===== config.mk =====
export PLATFORM = sky130hd
export DESIGN_NAME = conv_result_streamer_flat
export DESIGN_NICKNAME = d
export VERILOG_FILES = /design/src/rtl/conv_result_streamer_if.sv /design/src/rtl/conv_result_streamer.sv /design/src/flat_wrapper.sv
export SDC_FILE = /design/constraint.sdc
export NUM_CORES = 1
export LEC_CHECK = 0
export CORE_MARGIN = 3
export CORE_UTILIZATION = 46
export CTS_CLUSTER_DIAMETER = 80
export DETAILED_ROUTE_END_ITERATION = 6
export PLACE_DENSITY_LB_ADDON = 0.08
export SLEW_MARGIN = 30
export SYNTH_ARGS = -nofsm -noshare
export SYNTH_HDL_FRONTEND = slang
export SYNTH_SLANG_ARGS = --single-unit

===== constraint.sdc =====
create_clock -name clk -period 3.2 [get_ports clk]
set_clock_uncertainty 0.2 [all_clocks]
set_input_delay 0.64 -clock clk [delete_from_list [all_inputs] [get_ports clk]]
set_output_delay 0.64 -clock clk [all_outputs]
set_load 0.005 [all_outputs]

===== src/rtl/conv_result_streamer_if.sv =====
// rtl/conv_result_streamer_if.sv - result-memory read port and output stream bundle
//
// Purpose: groups the result-memory read port and the narrowed output stream
// of conv_result_streamer.
// Signals:
//   mem_rd_en / mem_addr : read strobe and address toward the result memory
//   mem_data             : read data, valid the cycle after mem_rd_en
//   m_data / m_valid / m_ready / m_last : output word stream
// Modports: master = streamer side, slave = memory + consumer side.

interface conv_result_streamer_if #(
   parameter int DATA_WIDTH = 32,
   parameter int ADDR_WIDTH = 6,
   parameter int OUT_WIDTH  = 16
);
   logic                  mem_rd_en;
   logic [ADDR_WIDTH-1:0] mem_addr;
   logic [DATA_WIDTH-1:0] mem_data;
   logic [OUT_WIDTH-1:0]  m_data;
   logic                  m_valid;
   logic                  m_ready;
   logic                  m_last;

   modport master (
      output mem_rd_en,
      output mem_addr,
      input  mem_data,
      output m_data,
      output m_valid,
      output m_last,
      input  m_ready
   );

   modport slave (
      input  mem_rd_en,
      input  mem_addr,
      output mem_data,
      input  m_data,
      input  m_valid,
      input  m_last,
      output m_ready
   );
endinterface


===== src/rtl/conv_result_streamer.sv =====
// rtl/conv_result_streamer.sv - drains the convolution result memory onto a valid/ready stream
//
// Purpose: on start, reads result words 0..len-1 (len = size_x + size_y - 1)
// through a 2-entry FIFO and streams them narrowed to OUT_WIDTH bits.
// Ports:
//   clk, rst        : clock, synchronous active-high reset
//   start           : transfer request, honoured only while idle
//   size_x, size_y  : input lengths, sampled with an accepted start
//   busy, done      : transfer in progress / one-cycle completion pulse
//   bus (master)    : result-memory read port and output stream
// Optional macro CONV_STREAM_SAT_EN: signed saturation instead of truncation.

module conv_result_streamer #(
   parameter int DATA_WIDTH = 32,
   parameter int ADDR_WIDTH = 6,
   parameter int OUT_WIDTH  = 16
) (
   input  logic                  clk,
   input  logic                  rst,
   input  logic                  start,
   input  logic [5:0]            size_x,
   input  logic [5:0]            size_y,
   output logic                  busy,
   output logic                  done,
   conv_result_streamer_if.master bus
);

`ifdef CONV_STREAM_SAT_EN
   // Saturation needs the full signed word at the FIFO head.
   localparam int FIFO_W = DATA_WIDTH;
`else
   // Truncation only ever looks at the low bits, so only those are stored.
   localparam int FIFO_W = OUT_WIDTH;
`endif

   typedef enum logic [1:0] {
      S_IDLE,
      S_RUN,
      S_DONE
   } state_t;

   state_t              state;
   logic [6:0]          len;
   logic [6:0]          len_m1;
   logic [6:0]          start_len;
   logic [6:0]          rd_ptr;
   logic [6:0]          out_cnt;
   logic [FIFO_W-1:0]   fifo_mem [2];
   logic                fifo_wr_idx;
   logic                fifo_rd_idx;
   logic [1:0]          fifo_cnt;
   logic                rd_pending;   // read issued last cycle; its data is on mem_data now
   logic [FIFO_W-1:0]   head;
   logic                pop;
   logic                issue;

   always_comb begin
      start_len = 7'd0;
      if (size_x != 6'd0 && size_y != 6'd0)
         start_len = {1'b0, size_x} + {1'b0, size_y} - 7'd1;
   end

   assign len_m1 = len - 7'd1;
   assign head   = fifo_mem[fifo_rd_idx];
   assign pop    = bus.m_valid & bus.m_ready;

   // Slots already committed (stored + arriving this cycle) minus the word
   // leaving this cycle must leave room for the word this read will return.
   assign issue = (state == S_RUN) && (rd_ptr < len) &&
                  (({1'b0, fifo_cnt} + {2'b00, rd_pending} - {2'b00, pop}) < 3'd2);

   assign bus.mem_rd_en = issue;
   assign bus.mem_addr  = ADDR_WIDTH'(rd_ptr);
   assign bus.m_valid   = (fifo_cnt != 2'd0);
   assign bus.m_last    = bus.m_valid && (out_cnt == len_m1);
   assign busy          = (state == S_RUN);
   assign done          = (state == S_DONE);

`ifdef CONV_STREAM_SAT_EN
   localparam int HI_W = DATA_WIDTH - OUT_WIDTH + 1;
   logic [HI_W-1:0] head_hi;

   // The word fits when every bit from the output sign bit upward matches.
   always_comb begin
      head_hi = head[DATA_WIDTH-1:OUT_WIDTH-1];
      if (head_hi == '0 || head_hi == '1)
         bus.m_data = head[OUT_WIDTH-1:0];
      else if (head[DATA_WIDTH-1])
         bus.m_data = {1'b1, {(OUT_WIDTH-1){1'b0}}};
      else
         bus.m_data = {1'b0, {(OUT_WIDTH-1){1'b1}}};
   end
`else
   assign bus.m_data = head;
`endif

   always_ff @(posedge clk) begin
      if (rst) begin
         state       <= S_IDLE;
         len         <= 7'd0;
         rd_ptr      <= 7'd0;
         out_cnt     <= 7'd0;
         fifo_wr_idx <= 1'b0;
         fifo_rd_idx <= 1'b0;
         fifo_cnt    <= 2'd0;
         rd_pending  <= 1'b0;
         for (int i = 0; i < 2; i++)
            fifo_mem[i] <= '0;
      end else begin
         rd_pending <= issue;
         if (issue)
            rd_ptr <= rd_ptr + 7'd1;
         if (rd_pending) begin
            fifo_mem[fifo_wr_idx] <= bus.mem_data[FIFO_W-1:0];
            fifo_wr_idx           <= ~fifo_wr_idx;
         end
         if (pop) begin
            fifo_rd_idx <= ~fifo_rd_idx;
            out_cnt     <= out_cnt + 7'd1;
         end
         fifo_cnt <= fifo_cnt + {1'b0, rd_pending} - {1'b0, pop};

         case (state)
            S_IDLE: begin
               if (start) begin
                  len     <= start_len;
                  rd_ptr  <= 7'd0;
                  out_cnt <= 7'd0;
                  state   <= (start_len != 7'd0) ? S_RUN : S_DONE;
               end
            end
            S_RUN: begin
               if (pop && out_cnt == len_m1)
                  state <= S_DONE;
            end
            S_DONE: state <= S_IDLE;
            default: state <= S_IDLE;
         endcase
      end
   end

endmodule

===== src/flat_wrapper.sv =====
// flat-port wrapper written by rule: the top's interface ports become plain ports
module conv_result_streamer_flat 
#(
   parameter int DATA_WIDTH = 32,
   parameter int ADDR_WIDTH = 6,
   parameter int OUT_WIDTH  = 16
)
  (clk, rst, start, size_x, size_y, busy, done, bus_mem_rd_en, bus_mem_addr, bus_mem_data, bus_m_data, bus_m_valid, bus_m_last, bus_m_ready);
  conv_result_streamer_if #(.DATA_WIDTH(DATA_WIDTH), .ADDR_WIDTH(ADDR_WIDTH), .OUT_WIDTH(OUT_WIDTH)) bus_i ();
  input  logic clk;
  input  logic rst;
  input  logic start;
  input  logic [5:0] size_x;
  input  logic [5:0] size_y;
  output logic busy;
  output logic done;
  output wire logic [$bits(bus_i.mem_rd_en)-1:0] bus_mem_rd_en;
  output wire logic [$bits(bus_i.mem_addr)-1:0] bus_mem_addr;
  input wire logic [$bits(bus_i.mem_data)-1:0] bus_mem_data;
  output wire logic [$bits(bus_i.m_data)-1:0] bus_m_data;
  output wire logic [$bits(bus_i.m_valid)-1:0] bus_m_valid;
  output wire logic [$bits(bus_i.m_last)-1:0] bus_m_last;
  input wire logic [$bits(bus_i.m_ready)-1:0] bus_m_ready;
  assign bus_mem_rd_en = bus_i.mem_rd_en;
  assign bus_mem_addr = bus_i.mem_addr;
  assign bus_i.mem_data = bus_mem_data;
  assign bus_m_data = bus_i.m_data;
  assign bus_m_valid = bus_i.m_valid;
  assign bus_m_last = bus_i.m_last;
  assign bus_i.m_ready = bus_m_ready;
  conv_result_streamer #(.DATA_WIDTH(DATA_WIDTH), .ADDR_WIDTH(ADDR_WIDTH), .OUT_WIDTH(OUT_WIDTH)) u_core (.clk(clk), .rst(rst), .start(start), .size_x(size_x), .size_y(size_y), .busy(busy), .done(done), .bus(bus_i));
endmodule

==> impl_results.md, run 1 <==
- Period Utilization, post-route: 1.01
- Layout cells sized above 1: 0.237
- Antenna Cells: 0
- HP Class: reg2reg
- Static Leak: ~1.9 nW
- PD cells: 564 nW/um2
- # fillers: ~600
- Final worst slack: -0.0197 ns
- CTS H-tree depth: 3
- Starting Density: 0.489
- Yosys warnings: 0
- Seq cells post-synth: a little over 60
- CP required: between 2 and 2.5 ns
- Vias in the first global route: between 2000 and 3000
- Violations in the final reports: negative setup slack
- Vias per Instance: around 5.0
- CP Buf/Inv Count: 2
- R2R Setup Slk: 0.55 ns
- VDD IR max: approximately 350 uV
- Slowest stage delay, CP: between 0.4 and 0.5 ns
- # setup viols final: 1
- DP HPWL: between 5000 and 6000 um
- Num CTS Buffers: 9
- Clock Pin Slew Worst Setup and Hold Paths: ~0.07 ns
- All-layer global routing usage: 0.182
- Placed cells: roughly 500
- Drt initial violations: 72
- Mean routed wirelength per cell: ~14 um
- Residual overflow from global routing: 0
- Syn avg cell area: ~10 um2
- Worst-Margin Slew: just under 0.5 ns
- Syn Inst Count: 333
- CP Max Fanout: 3
- Final #Nets: between 400 and 500
- Clk buf depth: 2
- Final Max Slew Viols: 0
- Initial antenna violation count: 0
- Async set-reset flop share out of synthesis: 0
- Critical path class: reg2out
- Drt total wl: a little over 7000 um
- CTS tree: done
- Largest net degree at the start of global routing: 17
- Worst EP arrival: 2.38 ns
- Most common cell after layout, fill and taps aside: clkdlybuf4s50_1
- Non-Filler Instances: ~520
- Final Critical Period: around 3.2 ns
- Vias: between 2000 and 3000
- Worst-path cell chain: inv_2 -> ha_4 -> or3b_4 -> or4_4 -> a222oi_1 -> and3_4 -> buf_6
- Type of origin of the critical path: register
- Net Count, Synth: between 400 and 500
- Chip Width: roughly 90 um
- Final ANT Viol Nets: 0
- CTS sink cnt: 61
- Gpl congestion: ~0.86
- Final Hold Viols: 0
- Slowest-stage cell, CP: or4_4
- Top_reg_cell synth: edfxtp_1
- Status: finished with violations
- Distinct cells, synth: slightly above 50
- Max_slew headroom: 0.669
- Area contributors post-synth: edfxtp_1 28%, dfxtp_1 17%, ha_1 8.1%, and2_1 6.1%, mux2_2 5.3%
- Max Cap Viol: 0
- Remaining DRCs: 0
- FP Rows: 30
- Commonest non-fill, non-tap cells in the layout: 53 x clkdlybuf4s50_1, 37 x buf_4, 33 x and2_1
- Clock Latency Late Sink: about 0.33 ns
- Max frequency: just over 300 MHz
- Core area: about 7000 um2
- RSZ-0062 raised after global routing: true
- First-pass GRT wire length: approximately 12000 um
- Register area share after synthesis: 0.452
- TritonRoute pass-1 iters: 4
- Setup TNS: -0.0197 ns
- Area leader, netlist: edfxtp_1
- Count of input and output buffers: 58
- Post-synth EDFFs: 32
- Synth top area share: 0.282
- Post-Synthesis Cell Area: around 3400 um2
- CP endpoint kind: output pin
- Die Y: slightly above 90 um
- DIE AREA: around 8500 um2
- CP top delay family: simple AND/OR/NAND/NOR gates
- Io pins: 75
- Area grow syn2layout: 35.3%
- Root Driver: clkbuf_8
-- stage by stage --
stage | area, um2 | worst slack (ns) | utilization | hold WS [ns] | total power [mW]
finish | 4620 | -0.0197 | 0.661 | 0.297 | 2.61
global route | 4620 | -0.152 | 0.661 | 0.336 | 2.77
CTS | 4570 | -0.0555 | 0.654 | 0.300 | 2.61
detailed placement | 4290 | -0.837 | 0.614 | 0.293 | 1.89
global placement | 4290 | -0.803 | 0.614 | 0.276 | 1.87
floorplan | 3440 | 0.000625 | - | 0.253 | 1.48
-- repair_timing --
| item | CTS | global route |
|---|---|---|
| pin swaps | 8 | 8 |
| resized for setup | 28 | 11 |
| buffers inserted | 5 | 1 |
| cloned | 0 | 0 |
| hold buffers | 0 | 0 |
| setup endpoints to repair | 4 | 4 |
| hold endpoints to repair | 0 | 0 |
-- layer usage --
metal,track usage,vias to the layer above,share of wire
li1,-,1326,-
met1,0.224,1247,0.45
met2,0.316,40,0.51
met3,0.0476,4,0.031
met4,0.0495,0,0.0078
met5,0,-,0
-- logic make-up after synthesis --
kind of cell | count (synthesis) | synth area share
simple gates | 113 | 0.187
flops | 61 | 0.452
buf+inv | 53 | 0.0653
compound gates | 41 | 0.0844
fa+ha+maj | 24 | 0.0924
mux | 21 | 0.0675
xor+xnor | 20 | 0.0514
-- registers in the layout (all words and copies together) (netlist names), named ones only --
name,flops
u_core.fifo_wr_idx,1
u_core.fifo_cnt,2
u_core.out_cnt,7
u_core.rd_pending,1
u_core.fifo_rd_idx,1
u_core.state,2
u_core.rd_ptr,7
u_core.len,7
u_core.fifo_mem,32
-- power by group --
part / internal, mW / leakage, nW / total, mW / switching [mW]
Combinational: 0.557 / 1.23 / 0.953 / 0.396
Clock: 0.363 / 0.100 / 0.680 / 0.317
Sequential: 0.918 / 0.568 / 0.972 / 0.0539
-- final cells by class --
cell class / instances / area (um2) / share of cell area
multi-input combinational: 219 / 1760 / 0.380
tap: 96 / 120 / 0.0260
clock inverter: 7 / 73.8 / 0.0160
inverter: 35 / 131 / 0.0285
clock buffer: 9 / 124 / 0.0268
timing repair buffer: 96 / 866 / 0.188
sequential: 61 / 1550 / 0.335
-- synth_stat cells, types with 6 or more instances --
cell      count
a21oi_1       7
and2_1       33
buf_4         6
clkbuf_1     10
dfxtp_1      29
edfxtp_1     32
ha_1         22
inv_1        35
mux2_2       16
nand2_1      18
nor2_1       16
o21ai_0      10
xnor2_1      15
-- worst paths after layout --
kind / startpoint / endpoint / depth (start not counted)
setup / recovery: u_core.len[0] / bus_m_last / 7
hold / removal: u_core.rd_ptr[6] / u_core.rd_ptr[6] / 2
setup reg to reg: u_core.fifo_cnt[1] / u_core.rd_ptr[6] / 11
hold reg to reg: u_core.rd_ptr[6] / u_core.rd_ptr[6] / 2
-- worst register-to-register path: stages, from the launching register on --
cell      delay, ns
dfxtp_2        0.32
o21a_1         0.21
ha_4           0.22
inv_2          0.06
ha_4           0.12
inv_2          0.03
fa_2           0.52
and4b_1        0.21
buf_4          0.14
nand4_1        0.13
a2111o_1       0.36
o21ai_0        0.07
No activity file was read; power rests on OpenSTA's default activity.
==> inputs of run 2 (changes only) <==
Settings changed: CORE_UTILIZATION 46 to 51.
Clock period 3.2 ns to 3.6 ns, I/O delays scaled along.
==> run 2 against run 1 <==
Compared with the run above: the run now ends clean; setup slack gained 0.12 ns; hold slack better by 0.0028 ns; first-iteration DRC count up 36%; register-to-register slack improved by 0.21 ns.
==> impl_results.md, run 2 (synthesis gave the netlist of run 1 again) <==
- Clock Latency Late Sink: 0.34 ns (about the same)
- Final #Nets: 465 (-5.9%)
- Count of input and output buffers: 58 (unchanged)
- DP HPWL: 4800 um (-8.8%)
- Gpl congestion: 0.824 (-4.5%)
- Drt initial violations: 98 (+36%)
- Vias: 2484 (-5.1%)
- TritonRoute pass-1 iters: 4 (unchanged)
- CTS H-tree depth: 3 (unchanged)
- Final Max Slew Viols: 0 (unchanged)
- Commonest non-fill, non-tap cells in the layout: 55 x clkdlybuf4s50_1, 33 x inv_1, 33 x and2_1
- Largest Register: u_core.fifo_mem
- CP endpoint kind: output pin
- Final Hold Viols: 0 (unchanged)
- Most common cell after layout, fill and taps aside: clkdlybuf4s50_1
- Area of the multi-input gates: 1670 um2 (-5.0%)
- Antenna Cells: 0 (unchanged)
- Clock Pin Slew Worst Setup and Hold Paths: 0.07 ns (about the same)
- Max Cap Viol: 0 (unchanged)
- First-pass GRT wire length: 10700 um (-14%)
- Type of origin of the critical path: register
- Initial antenna violation count: 0 (unchanged)
- FP Rows: 29 (-3.3%)
- Clk buf depth: 2 (unchanged)
- CTS sink cnt: 61 (unchanged)
- CP Buf/Inv Count: 2 (unchanged)
- Max_slew headroom: 0.508 (-0.161)
- All-layer global routing usage: 0.181 (-0.00127)
- CTS tree: done
- Vias in the first global route: 2358 (-13%)
- Chip Width: 87.8 um (-4.7%)
- Vias per Instance: 5.23 (+4.5%)
- Final Critical Period: 3.50 ns
- Worst-Margin Slew: 0.737 ns (+0.244 ns)
- Max FFs per register: 32 (unchanged)
- CP required: 2.68 ns (+0.32 ns)
- Setup TNS: 0 ns (+0.0197 ns)
- VDD IR max: 326 uV (-7.2%)
- Area grow syn2layout: 25.5%
- Mean routed wirelength per cell: 14.1 um (+2.5%)
- Starting Density: 0.531 (+0.0425)
- Final ANT Viol Nets: 0 (unchanged)
- Max frequency: between 200 and 300 MHz
- Worst-path cell chain: buf_4 -> or4_4 -> or3_1 -> a222oi_1 -> and3_4 -> dlygate4sd2_1
- Residual overflow from global routing: 0 (unchanged)
- PD cells: 509 nW/um2 (-9.8%)
- Final worst slack: 0.102 ns (+0.122 ns)
- Largest net degree at the start of global routing: 18 (+1)
- Critical path class: reg2out
- Layout cells sized above 1: 0.138 (-0.0983)
- Worst EP arrival: 2.58 ns (+0.20 ns)
- # fillers: 528 (-10%)
- Status: finished clean
- Slowest-stage cell, CP: or4_4
- # setup viols final: 0 (-1)
- RSZ-0062 raised after global routing: false
- CP top delay family: simple AND/OR/NAND/NOR gates
- Period Utilization, post-route: 0.972
- Static Leak: 1.73 nW (-9.2%)
- Register Area: 1540 um2 (-0.24%)
- Root Driver: clkbuf_8
- Drt total wl: 6700 um (-6.9%)
- Die Y: 87.8 um (-4.7%)
- Slowest stage delay, CP: 0.54 ns (+0.13 ns)
- HP Class: reg2reg
- Worst slack, placed: -0.567 ns (+0.270 ns)
- Io pins: 75 (unchanged)
- Num CTS Buffers: 9 (unchanged)
- DIE AREA: 7710 um2 (-9.2%)
- Remaining DRCs: 0 (unchanged)
- CP Max Fanout: 4 (+1)
- Core area: 6420 um2 (-8.0%)
- Post-CTS Setup Repair Bufs: 0 (-5)
## run 2: per-stage QoR
stage	utilization	power [mW]	area [um2]	hold slack [ns]	cells
global placement	0.634	1.57	4070	0.270	459
finish	0.666	2.18	4280	0.300	475
CTS	0.665	2.19	4270	0.298	475
global route	0.666	2.30	4280	0.319	475
floorplan	-	1.29	3410	0.253	333
detailed placement	0.634	1.58	4070	0.288	459
## run 2: tightest hold or removal path, cell delays in order (launching register included)
cell and delay [ns]:
dfxtp_1 0.34, nand2_1 0.06, o22ai_1 0.05
## run 2: metal layers
layer  global-route usage  vias to the layer above  part of all wire
li1                     -                     1268                 -
met1                0.212                     1162              0.45
met2                0.321                       43              0.50
met3               0.0301                       11             0.033
met4               0.0865                        0             0.017
met5                    0                        -                 0
## run 2: power breakdown
group          total [mW]  internal [mW]  leakage (nW)  switching, mW
sequential          0.893          0.815         0.567         0.0777
combinational       0.676          0.404          1.07          0.272
clock               0.609          0.322        0.0899          0.287
total                2.18           1.54          1.73          0.637
## run 2: final cells by class
class,instances,share of cell area
clock buffer,9,0.0289
clock inverter,7,0.0173
inverter,35,0.0307
multi-input combinational,219,0.390
sequential,61,0.360
tap,77,0.0225
timing repair buffer,67,0.151
## run 2: worst paths after layout
check	startpoint	to	slack (ns)	depth (start not counted)
max	u_core.len[0]	bus_m_last	0.10	6
min	u_core.state[0]	u_core.state[0]	0.30	2
max reg2reg	u_core.fifo_cnt[1]	u_core.rd_ptr[6]	0.76	11
min reg2reg	u_core.state[0]	u_core.state[0]	0.30	2
## run 2: what timing repair did
| item | 4_1_cts | 5_1_grt |
|---|---|---|
| setup endpoints to repair | 2 | 2 |
| pin swaps | 4 | 7 |
| hold buffers | 0 | 0 |
| gates resized for setup | 9 | 4 |
